**config.mk**
```make
export PLATFORM = sky130hd
export DESIGN_NAME = mem_stage
export DESIGN_NICKNAME = d
export VERILOG_FILES = /design/src/rtl/mem_stage.sv
export SDC_FILE = /design/constraint.sdc
export NUM_CORES = 1
export LEC_CHECK = 0
export BUFFER_PORTS_ARGS = -buffer_cell sky130_fd_sc_hd__buf_2
export CORE_AREA = 2 2 261 263
export CTS_CLUSTER_DIAMETER = 150
export DETAILED_ROUTE_END_ITERATION = 12
export DIE_AREA = 0 0 263 265
export GPL_TIMING_DRIVEN = 0
export PLACE_DENSITY = 0.51
export SLEW_MARGIN = 20
export SYNTH_ARGS = -nofsm -noshare
export SYNTH_HDL_FRONTEND = slang
export SYNTH_SLANG_ARGS = --single-unit
```
**constraint.sdc**
```tcl
create_clock -name clk -period 2.7 [get_ports clk]
set_clock_uncertainty 0.05 [all_clocks]
set_input_delay 0.54 -clock clk [delete_from_list [all_inputs] [get_ports clk]]
set_output_delay 0.54 -clock clk [all_outputs]
set_load 0.01 [all_outputs]
```
**src/rtl/mem_stage.sv**
```systemverilog
// mem_stage: load/store unit sitting between execute and writeback.
// Memory ops walk IDLE -> REQ -> WAIT -> DONE over a valid/ready request
// channel and a response channel; all other instructions pass straight
// through with no stall.
// Optional feature: define MEM_MISALIGN_CHECK_EN to trap misaligned H/W/D
// accesses (misalign_o / misalign_cause_o) instead of issuing them.
module mem_stage (
  input  logic        clk,
  input  logic        rst,
  input  logic [63:0] pc_i,
  input  logic [31:0] inst_i,
  input  logic [7:0]  inst_type_i,
  input  logic        rd_ena_i,
  input  logic [4:0]  rd_addr_i,
  input  logic [63:0] rd_data_i,
  input  logic [2:0]  ls_sel_i,
  input  logic [63:0] ls_addr_i,
  output logic        rd_ena_o,
  output logic [4:0]  rd_addr_o,
  output logic [63:0] rd_data_o,
  output logic [63:0] mem_pc_o,
  output logic [31:0] mem_inst_o,
  output logic        mem_stall_req,
  output logic        dmem_req_valid,
  input  logic        dmem_req_ready,
  output logic [63:0] dmem_addr,
  output logic        dmem_wen,
  output logic [63:0] dmem_wdata,
  output logic [7:0]  dmem_wstrb,
  input  logic        dmem_rsp_valid,
  input  logic [63:0] dmem_rdata,
  output logic        misalign_o,
  output logic [63:0] misalign_cause_o
);

  typedef enum logic [1:0] {IDLE, REQ, WAIT, DONE} state_t;

  state_t state;
  state_t next_state;

  logic        is_mem;
  logic        is_store;
  logic        misaligned;
  logic        start;
  logic [2:0]  off;
  logic [7:0]  base_strb;
  logic [63:0] load_shifted;
  logic [63:0] load_ext;
  logic [5:0]  unused_type;

  // Access context captured when an op leaves IDLE
  logic [63:0] addr_q;
  logic [2:0]  off_q;
  logic [1:0]  size_q;
  logic        unsigned_q;
  logic        store_q;
  logic [63:0] wdata_q;
  logic [7:0]  wstrb_q;
  logic        rd_ena_q;
  logic [4:0]  rd_addr_q;
  logic [63:0] pc_q;
  logic [31:0] inst_q;
  logic [63:0] load_q;

  assign is_store    = inst_type_i[0];
  assign is_mem      = inst_type_i[0] | inst_type_i[1];
  assign off         = ls_addr_i[2:0];
  assign unused_type = inst_type_i[7:2];

`ifdef MEM_MISALIGN_CHECK_EN
  // An access is misaligned when its byte offset is not a multiple of its size
  always_comb begin
    case (ls_sel_i[1:0])
      2'b01:   misaligned = is_mem & off[0];
      2'b10:   misaligned = is_mem & (off[1:0] != 2'b00);
      2'b11:   misaligned = is_mem & (off != 3'b000);
      default: misaligned = 1'b0;
    endcase
  end

  assign misalign_o       = ~rst & (state == IDLE) & misaligned;
  assign misalign_cause_o = misalign_o ? (is_store ? 64'd6 : 64'd4) : 64'd0;
`else
  assign misaligned       = 1'b0;
  assign misalign_o       = 1'b0;
  assign misalign_cause_o = 64'd0;
`endif

  assign start = (state == IDLE) & is_mem & ~misaligned;

  // Unshifted byte-enable pattern for the access size
  always_comb begin
    case (ls_sel_i[1:0])
      2'b00:   base_strb = 8'h01;
      2'b01:   base_strb = 8'h03;
      2'b10:   base_strb = 8'h0F;
      default: base_strb = 8'hFF;
    endcase
  end

  // Align the returned doubleword to the access and extend to 64 bits
  always_comb begin
    load_shifted = dmem_rdata >> {off_q, 3'b000};
    case (size_q)
      2'b00:   load_ext = unsigned_q ? {56'd0, load_shifted[7:0]}
                                     : {{56{load_shifted[7]}}, load_shifted[7:0]};
      2'b01:   load_ext = unsigned_q ? {48'd0, load_shifted[15:0]}
                                     : {{48{load_shifted[15]}}, load_shifted[15:0]};
      2'b10:   load_ext = unsigned_q ? {32'd0, load_shifted[31:0]}
                                     : {{32{load_shifted[31]}}, load_shifted[31:0]};
      default: load_ext = load_shifted;
    endcase
  end

  // FSM state register
  always_ff @(posedge clk) begin
    if (rst) begin
      state <= IDLE;
    end else begin
      state <= next_state;
    end
  end

  // FSM next-state logic
  always_comb begin
    next_state = state;
    case (state)
      IDLE:    if (start) next_state = REQ;
      REQ:     if (dmem_req_ready) next_state = WAIT;
      WAIT:    if (dmem_rsp_valid) next_state = DONE;
      DONE:    next_state = IDLE;
      default: next_state = IDLE;
    endcase
  end

  // Latch the access on entry to REQ and the load result on the response
  always_ff @(posedge clk) begin
    if (rst) begin
      addr_q     <= '0;
      off_q      <= '0;
      size_q     <= '0;
      unsigned_q <= 1'b0;
      store_q    <= 1'b0;
      wdata_q    <= '0;
      wstrb_q    <= '0;
      rd_ena_q   <= 1'b0;
      rd_addr_q  <= '0;
      pc_q       <= '0;
      inst_q     <= '0;
      load_q     <= '0;
    end else begin
      if (start) begin
        addr_q     <= {ls_addr_i[63:3], 3'b000};
        off_q      <= off;
        size_q     <= ls_sel_i[1:0];
        unsigned_q <= ls_sel_i[2];
        store_q    <= is_store;
        wdata_q    <= rd_data_i << {off, 3'b000};
        wstrb_q    <= base_strb << off;
        rd_ena_q   <= rd_ena_i;
        rd_addr_q  <= rd_addr_i;
        pc_q       <= pc_i;
        inst_q     <= inst_i;
      end
      if ((state == WAIT) && dmem_rsp_valid && !store_q) begin
        load_q <= load_ext;
      end
    end
  end

  // Drive pipeline and memory outputs from the current state; all quiet under reset
  always_comb begin
    rd_ena_o       = 1'b0;
    rd_addr_o      = '0;
    rd_data_o      = '0;
    mem_pc_o       = '0;
    mem_inst_o     = '0;
    mem_stall_req  = 1'b0;
    dmem_req_valid = 1'b0;
    dmem_addr      = '0;
    dmem_wen       = 1'b0;
    dmem_wdata     = '0;
    dmem_wstrb     = '0;
    if (!rst) begin
      case (state)
        IDLE: begin
          mem_pc_o      = pc_i;
          mem_inst_o    = inst_i;
          mem_stall_req = is_mem & ~misaligned;
          if (!is_mem) begin
            rd_ena_o  = rd_ena_i;
            rd_addr_o = rd_addr_i;
            rd_data_o = rd_data_i;
          end
        end
        REQ: begin
          mem_pc_o       = pc_q;
          mem_inst_o     = inst_q;
          mem_stall_req  = 1'b1;
          dmem_req_valid = 1'b1;
          dmem_addr      = addr_q;
          dmem_wen       = store_q;
          dmem_wdata     = wdata_q;
          dmem_wstrb     = wstrb_q;
        end
        WAIT: begin
          mem_pc_o      = pc_q;
          mem_inst_o    = inst_q;
          mem_stall_req = 1'b1;
        end
        DONE: begin
          mem_pc_o   = pc_q;
          mem_inst_o = inst_q;
          rd_ena_o   = rd_ena_q & ~store_q;
          rd_addr_o  = rd_addr_q;
          rd_data_o  = store_q ? 64'd0 : load_q;
        end
        default: begin
          mem_stall_req = 1'b0;
        end
      endcase
    end
  end

endmodule

```
# == After elaboration in Yosys (flattened, before gate mapping) ==
# Index checks and enable logic that the tools add are counted.
# word_totals
ram_bits,0
in_bits,309
reg_bits,308
memories,0
romBits,0
output_inout_bits,370
word_cells,74
latch_bits,0
# op_classes
order_cmp,0
bitwise,4
add_sub_neg,0
mul,0
eq_ne,10
reduce_logical,9
n_div,0
n_mux,35
shift,3
# op_table
op,count
$mux 64,11
$pmux 64 s2,2
$pmux 64 s3,1
$pmux 32 s2,1
$shl 64x6->64,1
$shr 64x6->64,1
$mux 32,1
$pmux 8 s3,1
$mux 8,2
$mux 5,2
$pmux 5 s2,1
$eq 2x2->1 const B,4
$pmux 2 s4,1
$shl 8x3->8,1
$mux 1,7
$eq 2x1->1 const B,3
$logic_not 2->1,3
$mux 2,3
$ne 2x2->1 const B,3
$pmux 1 s2,2
$reduce_and 3->1,1
$reduce_or 3->1,1
$and 1x1->1,2
$logic_and 1x1->1,2
4 further kinds,4

# == Longest topological paths before layout ==
# Gate-level depths: netlist of run 1.
# logic_depth
depth_word,4
mapped_depth,9
ltp_nobuf,7

# == Least setup slack after synthesis of run 1 ==
# OpenSTA, ideal clock, no wires.
# synth_path
kind,register to output
from,register state[0]
to,output mem_pc_o[44]
n_path_buf,3
path_slack_ps,81
path_stages_with_launch,8
t_arrival_ps,2029
required_time_ps,2110
cell_sequence,dfxtp_1 > inv_1 > ha_1 > clkbuf_1 > buf_1 > buf_1 > mux2i_1 > nor2_1
# synth_via
elab_chain_cells,4
word_cells_on_any_way,7
cone_classes,eq/ne: 3; mux: 2; reduce/logical: 2
# synth_rtl
item,line,text
start: declaration,38,state_t state;
start signal: assignment,120,state <= next_state;
$eq 2x2->1 or $eq 2x1->1 (tied branches),185,case (state)
$reduce_or 3->1 (no source line),--,
$pmux 64 s2 (*),185,
$mux 64 (*),184,if (!rst) begin
end: declaration,21,"output logic [63:0] mem_pc_o,"
# Mark *: on every way between the ends. The rest lies on a longest branch, timed or not.

# == Final worst setup path of run 1 ==
# layout_path
from,register state[0]
to,output rd_data_o[7]
# layout_via
elab_chain_cells,3
word_cells_on_any_way,4
cone_classes,eq/ne: 1; mux: 2; reduce/logical: 1
# layout_rtl
item,line,text
$eq 2x2->1 or $logic_not 2->1 (tied branches),185,
$pmux 64 s2 (*),185,
$mux 64 (*),184,
end: declaration,20,"output logic [63:0] rd_data_o,"
# Marked as above.

==> flow_summary.yaml, run 1 <==
routing:
  postRouteAntennaNets: 0
  vias: 19900
  wl_met3_mm: 6.73
  finalWirelength_mm: 92.2
  vias_per_cell: 4.95
  dr_wl_met2_mm: 42.6
  maxUsedRoutingLayer: "met5"
  met1Wirelength_mm: 39.6
  dr.pass1.iters: 8
  wl_per_cell_um: 23.0
  dr.first_iter.drc_count: 1467
  route.detailed.drc: 0
yosys:
  syn_area_sq_mm: 0.0177
  syn_area_per_cell_sq_um: 7.63
  synthFlopType: "dfxtp_1"
  postSynth.asyncResetShare_pct: 0
  yosysWarnings: 0
  synthDistinctLibCells: 49
  synth_edf_count: 0
  syn_inst: 2325
  synth-seq-cells: 308
  seq_area_frac_synth_pct: 34.8
power_and_ir_drop:
  peakVddDrop_mv: 0.365
  cellPowerDensity_mw_per_mm2: 891
  p_leak_uw: 0.0116
  finalPower_uw: 23800
setup_path:
  critPathArrivalTime_ns: 2.33
  crit_slowest_cell: "dfxtp_4"
  cp-end-kind: "output pin"
  required_ns: 2.11
  startpoint_type: "flip-flop"
  crit_path_cell_trace: "inv_4 > ha_4 > nor3b_4 > buf_6 > clkbuf_16 > clkbuf_16 > a22oi_2 > nor2_2 > buf_2"
  crit_path_max_incr_delay_ns: 0.36
  cpMostUsedCell: "clkbuf_16"
  critical_path_class: "flip-flop to output pin"
  rrSetupSlack_ns: 0.09
  path_max_fanout: 5
global_route:
  overflow: 0
  grt_max_degree: 16
  grt_pass1_wl_mm: 129
  grt_pass1_vias: 18900
  antenna_found_initial: 19
  grtUsageTotal_pct: 24.8
die:
  row_count: 95
  ioPinCount: 679
  dieArea_sq_mm: 0.0697
  initial_core_util_pct: 26.6
  core_area_sq_mm: 0.0668
  die_h_um: 265
  die_w_um: 263
clocking:
  cts.reportedPaths.clkPinSlew_ns: 0.06
  cts-buffers-inserted: 39
  cts_tree: "yes"
  clkSinkCount: 308
  h-tree-depth: 2
  cts.path.max_buffers: 3
  cts_hold_buf: 0
  clock-root-buffer: "clkbuf_16"
  clkLatencyLatePin_ns: 0.56
finish:
  finish.utilization_pct: 40.0
  area_growth_pct: 50.7
  drive_above_1_share_pct: 37.3
  final_nets: 3416
  stdcell_count: 4013
timing:
  relSlewSlack_pct: 30.2
  worst_pin_slew_ns: 1.02
  hold_viol: 0
  slew_viol_final: 0
  final.setup.tns_ns: -18.27
  rsz0062_at_grt: "true"
  setup_violations: 210
  holdWs_ns: 0.164
  fin_crit_ns: 2.92
  max_freq_mhz: 342
  worst_slack_ns: -0.225
  post-route-period-util_pct: 108
place:
  place_congestion: 1.01
  port-buffer-count: 600
  hpwl_mm: 71.6
  placed_cells: 3865
run:
  maxCapViolations: 0
run_status:
  outcome: "complete, but fails checks"
  violations: "negative setup slack"
min_path:
  hp-class: "input pin to flip-flop"
## through the flow
stage	setup slack, ns	cell area, sq um
finish	-0.225	26700
global route	-0.297	26700
CTS	-0.292	25000
detailed placement	-1.54	22100
global placement	-1.59	22100
floorplan	0.0805	18000
## what timing repair did
| action | 4_1_cts | 5_1_grt |
|---|---|---|
| pin swaps | 56 | 56 |
| resized for setup | 332 | 332 |
| endpoints found under the hold margin | 0 | 0 |
| setup endpoints to repair | 576 | 414 |
| gates cloned | 14 | 18 |
| buffers inserted | 20 | 25 |
## cell usage in the layout (no fill, tap or decap), types with 6 or more instances in the layout
master	Yosys	routed
buf_2	21	519
nand2_1	414	414
dfxtp_1	308	306
nor2_1	335	296
a21oi_1	209	209
mux2i_1	183	172
buf_6	4	109
clkbuf_1	164	108
buf_4	68	102
a211oi_1	102	102
and2_4	0	85
conb_1	1	68
clkbuf_16	0	67
a22oi_2	0	61
and2_1	135	50
nor3_1	47	45
a22oi_1	95	34
nor2b_1	30	28
nor2_2	0	25
nand2b_1	25	25
clkbuf_2	0	24
buf_8	0	24
buf_12	0	23
mux2_2	22	22
o21ai_0	21	21
mux4_2	16	16
a311oi_1	15	15
nor2_4	0	14
a32oi_1	14	14
diode_2	0	13
clkbuf_8	0	13
buf_1	27	13
a211oi_2	10	10
mux2i_2	0	8
nor3b_1	8	7
nor4_1	7	7
o221ai_1	6	6
## sequential cells by signal, indices dropped and copies added, names as in the netlist, 2 cells and up
signal / cells
load_q: 64
pc_q: 64
wdata_q: 64
addr_q: 61
inst_q: 32
wstrb_q: 8
rd_addr_q: 5
off_q: 3
size_q: 2
state: 2
## cells by family after synthesis
kind of cell / count (synthesis) / share of synthesized area, %
AOI/OAI and AO/OA: 487 / 18.1
adders and majority gates: 6 / 0.423
buffers and inverters: 290 / 7.89
DFF: 308 / 34.8
muxes: 223 / 13.9
other: 1 / 0.0211
and+or+nand+nor: 1010 / 24.9
## worst paths after layout
path,start,to,cells after the start
worst max-delay path,state[0]$_SDFFE_PP0P_,rd_data_o[7],9
worst max register to register,state[0]$_SDFFE_PP0P_,wstrb_q[5]$_SDFFE_PP0P_,10
worst min-delay path,ls_addr_i[32],addr_q[32]$_SDFFE_PP0P_,3
worst min register to register,addr_q[28]$_SDFFE_PP0P_,addr_q[28]$_SDFFE_PP0P_,2
## final cells by class
cell class / instances / area [sq um]
Tap cell: 873 / 1090
Sequential cell: 308 / 6170
Multi-Input combinational cell: 1794 / 11300
Fill cell: 7081 / 40100
Antenna cell: 13 / 32.5
Buffer: 279 / 2060
Clock buffer: 57 / 1140
Timing Repair Buffer: 673 / 4760
Inverter: 6 / 30.0
Clock inverter: 10 / 160
## per-layer routing
layer	track usage, %	up-vias
li1	-	9420
met1	32.7	9368
met2	39.6	892
met3	5.09	174
met4	9.56	10
met5	0	-
## cell usage after synthesis (all sizes together) (30+ instances only)
| master | n | area [sq um] |
|---|---|---|
| nand2 | 414 | 1550 |
| nor2 | 335 | 1260 |
| dfxtp | 308 | 6170 |
| a21oi | 209 | 1050 |
| mux2i | 183 | 1830 |
| clkbuf | 164 | 616 |
| and2 | 135 | 845 |
| buf | 120 | 762 |
| a211oi | 112 | 891 |
| a22oi | 95 | 713 |
| nor3 | 47 | 235 |
| nor2b | 30 | 188 |
## worst max-delay path: cells and delay by family (launching register included)
family | cells | cell delay (ns)
fa+ha+maj | 1 | 0.15
buf+inv | 5 | 0.74
flops | 1 | 0.36
simple gates | 2 | 0.43
compound gates | 1 | 0.07
## report_power, final
group	leakage (uW)	total, uW	switching, uW	internal [uW]
combinational	0.00848	12300	6860	5470
clock	0.000639	5430	2120	3310
sequential	0.00253	6080	564	5510
total	0.0116	23800	9550	14300
(Power assumes the default switching activity.)
==> inputs of run 2 (changes only) <==
Settings changed: PLACE_DENSITY 0.51 to 0.5.
Clock period 2.7 ns to 3.7 ns, I/O delays scaled along.
==> flow_summary.yaml, run 2 (synthesis gave the netlist of run 1 again) <==
routing:
  vias_per_cell: 4.93
  finalWirelength_mm: 89.1
  postRouteAntennaNets: 0
  dr.pass1.iters: 5
  route.detailed.drc: 0
  vias: 19500
  dr.first_iter.drc_count: 1616
  wl_per_cell_um: 22.6
setup_path:
  path_max_fanout: 10
  critPathArrivalTime_ns: 2.81
  worstReg2RegStart: "state[0]$_SDFFE_PP0P_"
  cp-end-kind: "output pin"
  critPathTopFamily: "buffers and inverters"
  crit_path_max_incr_delay_ns: 0.39
  rrSetupSlack_ns: 0.76
  r2r-end: "wdata_q[5]$_SDFFE_PP0P_"
  crit_buf_inv: 4
  startpoint_type: "flip-flop"
  critical_path_class: "flip-flop to output pin"
  ff2ff_path_depth: 7
  crit_slowest_cell: "dfxtp_1"
  cp-startpoint: "state[0]$_SDFFE_PP0P_"
  required_ns: 2.91
  crit_path_cell_trace: "inv_1 > ha_1 > or2_2 > clkbuf_1 > clkbuf_2 > nor2_1 > buf_2"
global_route:
  grt_max_degree: 12
  grt_pass1_vias: 18500
  antenna_found_initial: 19
  grt_pass1_wl_mm: 127
  grtUsageTotal_pct: 24.3
  overflow: 0
timing:
  holdWs_ns: 0.372
  relSlewSlack_pct: 25.5
  fin_crit_ns: 3.60
  post-route-period-util_pct: 97.3
  hold_viol: 0
  setup_violations: 0
  final.setup.tns_ns: 0
  max_freq_mhz: 278
  slew_viol_final: 0
  worst_pin_slew_ns: 1.09
run:
  maxCapViolations: 0
min_path:
  hp-class: "input pin to flip-flop"
  hold_path_depth: 3
  holdPathEnd: "addr_q[45]$_SDFFE_PP0P_"
  holdCritStartpoint: "ls_addr_i[45]"
finish:
  final_nets: 3347
  top_regs: "load_q (64), pc_q (64), wdata_q (64)"
  regArea_sq_mm: 0.00617
  layout_common_cells: "buf_2 (626), nand2_1 (414), nor2_1 (327)"
  drive_above_1_share_pct: 27.7
  layout_commonest_cell: "buf_2"
  nFillCells: 7407
  multi_input_area_sq_mm: 0.0105
  area_growth_pct: 32.2
die:
  row_count: 95
  die_w_um: 263
  core_area_sq_mm: 0.0668
  die_h_um: 265
  initial_core_util_pct: 26.6
  ioPinCount: 679
  dieArea_sq_mm: 0.0697
place:
  port-buffer-count: 600
  hpwl_mm: 72.1
  place_congestion: 0.951
power_and_ir_drop:
  power_frac_clock_pct: 25.5
  seqPwrFrac_pct: 29.3
  p_sw_uw: 6380
  share_comb_of_total_power_pct: 45.2
  cellPowerDensity_mw_per_mm2: 639
  switching_share_pct: 42.6
  peakVddDrop_mv: 0.261
  internal_power_uw: 8610
  p_leak_uw: 0.0105
clocking:
  cts.reportedPaths.clkPinSlew_ns: 0.06
  cts-buffers-inserted: 40
  cts_resized: 28
  h-tree-depth: 2
  cts_tree: "yes"
  clkLatencyLatePin_ns: 0.56
  cts.path.max_buffers: 3
  clock-root-buffer: "clkbuf_16"
  cts_setup_buffers: 0
  cts_hold_buf: 0
  clkSinkCount: 308
run_status:
  outcome: "completed"
==> run 2: changes by cell type in the layout (fill, tap and decap cells not counted), moves of 24 or more <==
cell,before,now
buf_2,519,626
buf_6,109,4
and2_1,50,135
and2_4,85,0
a22oi_1,34,95
a22oi_2,61,0
clkbuf_1,108,150
buf_4,102,70
nor2_1,296,327
clkbuf_16,67,41
buf_8,24,0
==> run 2: routing by layer <==
metal	vias to the layer above	wire, um	GRT usage (%)
met1	9176	38900	32.2
met5	-	66	0
li1	9264	-	-
met2	810	41200	39.9
met4	10	2960	8.40
met3	190	5990	4.23
==> run 2: area by class of cell <==
type                       count  area share (%)
antenna                       11           0.117
buffer                       282            6.00
clock buffer                  55            4.81
clock inverter                13           0.549
inverter                       6          0.0960
multi-input combinational   1794            44.7
sequential                   308            26.3
tap                          873            4.66
timing repair buffer         600            12.8
==> run 2: worst max-delay path by stage <==
| stage | end | slack, ns | cells past startpoint |
|---|---|---|---|
| 2_1_floorplan | mem_pc_o[44] | 0.88 | 7 |
| 3_3_place_gp | rd_data_o[59] | -0.61 | 9 |
| 3_5_place_dp | rd_data_o[59] | -0.60 | 9 |
| 4_1_cts | rd_data_o[9] | -0.04 | 7 |
| 5_1_grt | dmem_addr[51] | -0.004 | 8 |
| 6_report | rd_data_o[15] | 0.10 | 7 |
==> run 2: through the flow <==
step	util (%)	power, uW	cells	setup slack, ns	area, sq um
detailed placement	33.1	11200	3865	-0.599	22100
global route	35.1	15900	3940	-0.00379	23500
CTS	35.0	15100	3932	-0.0386	23400
finish	35.1	15000	3942	0.101	23500
floorplan	-	8640	2392	0.881	18000
global placement	33.1	11100	3865	-0.614	22100
==> run 2: power by group through the flow <==
stage | sequential (uW) | combinational (uW) | clock [uW]
2_1_floorplan | 4320 | 4320 | 0
3_3_place_gp | 4440 | 6700 | 0
3_5_place_dp | 4450 | 6710 | 0
4_1_cts | 4380 | 6760 | 3930
5_1_grt | 4460 | 7390 | 4070
6_report | 4390 | 6780 | 3830
==> run 2: worst register-to-register path, stage by stage (launching register included) <==
cell	delay, ns
dfxtp_1	0.39
inv_1	0.14
ha_4	0.24
o21ai_1	0.33
clkbuf_1	0.74
clkbuf_1	0.65
a22oi_1	0.20
nor2_1	0.12
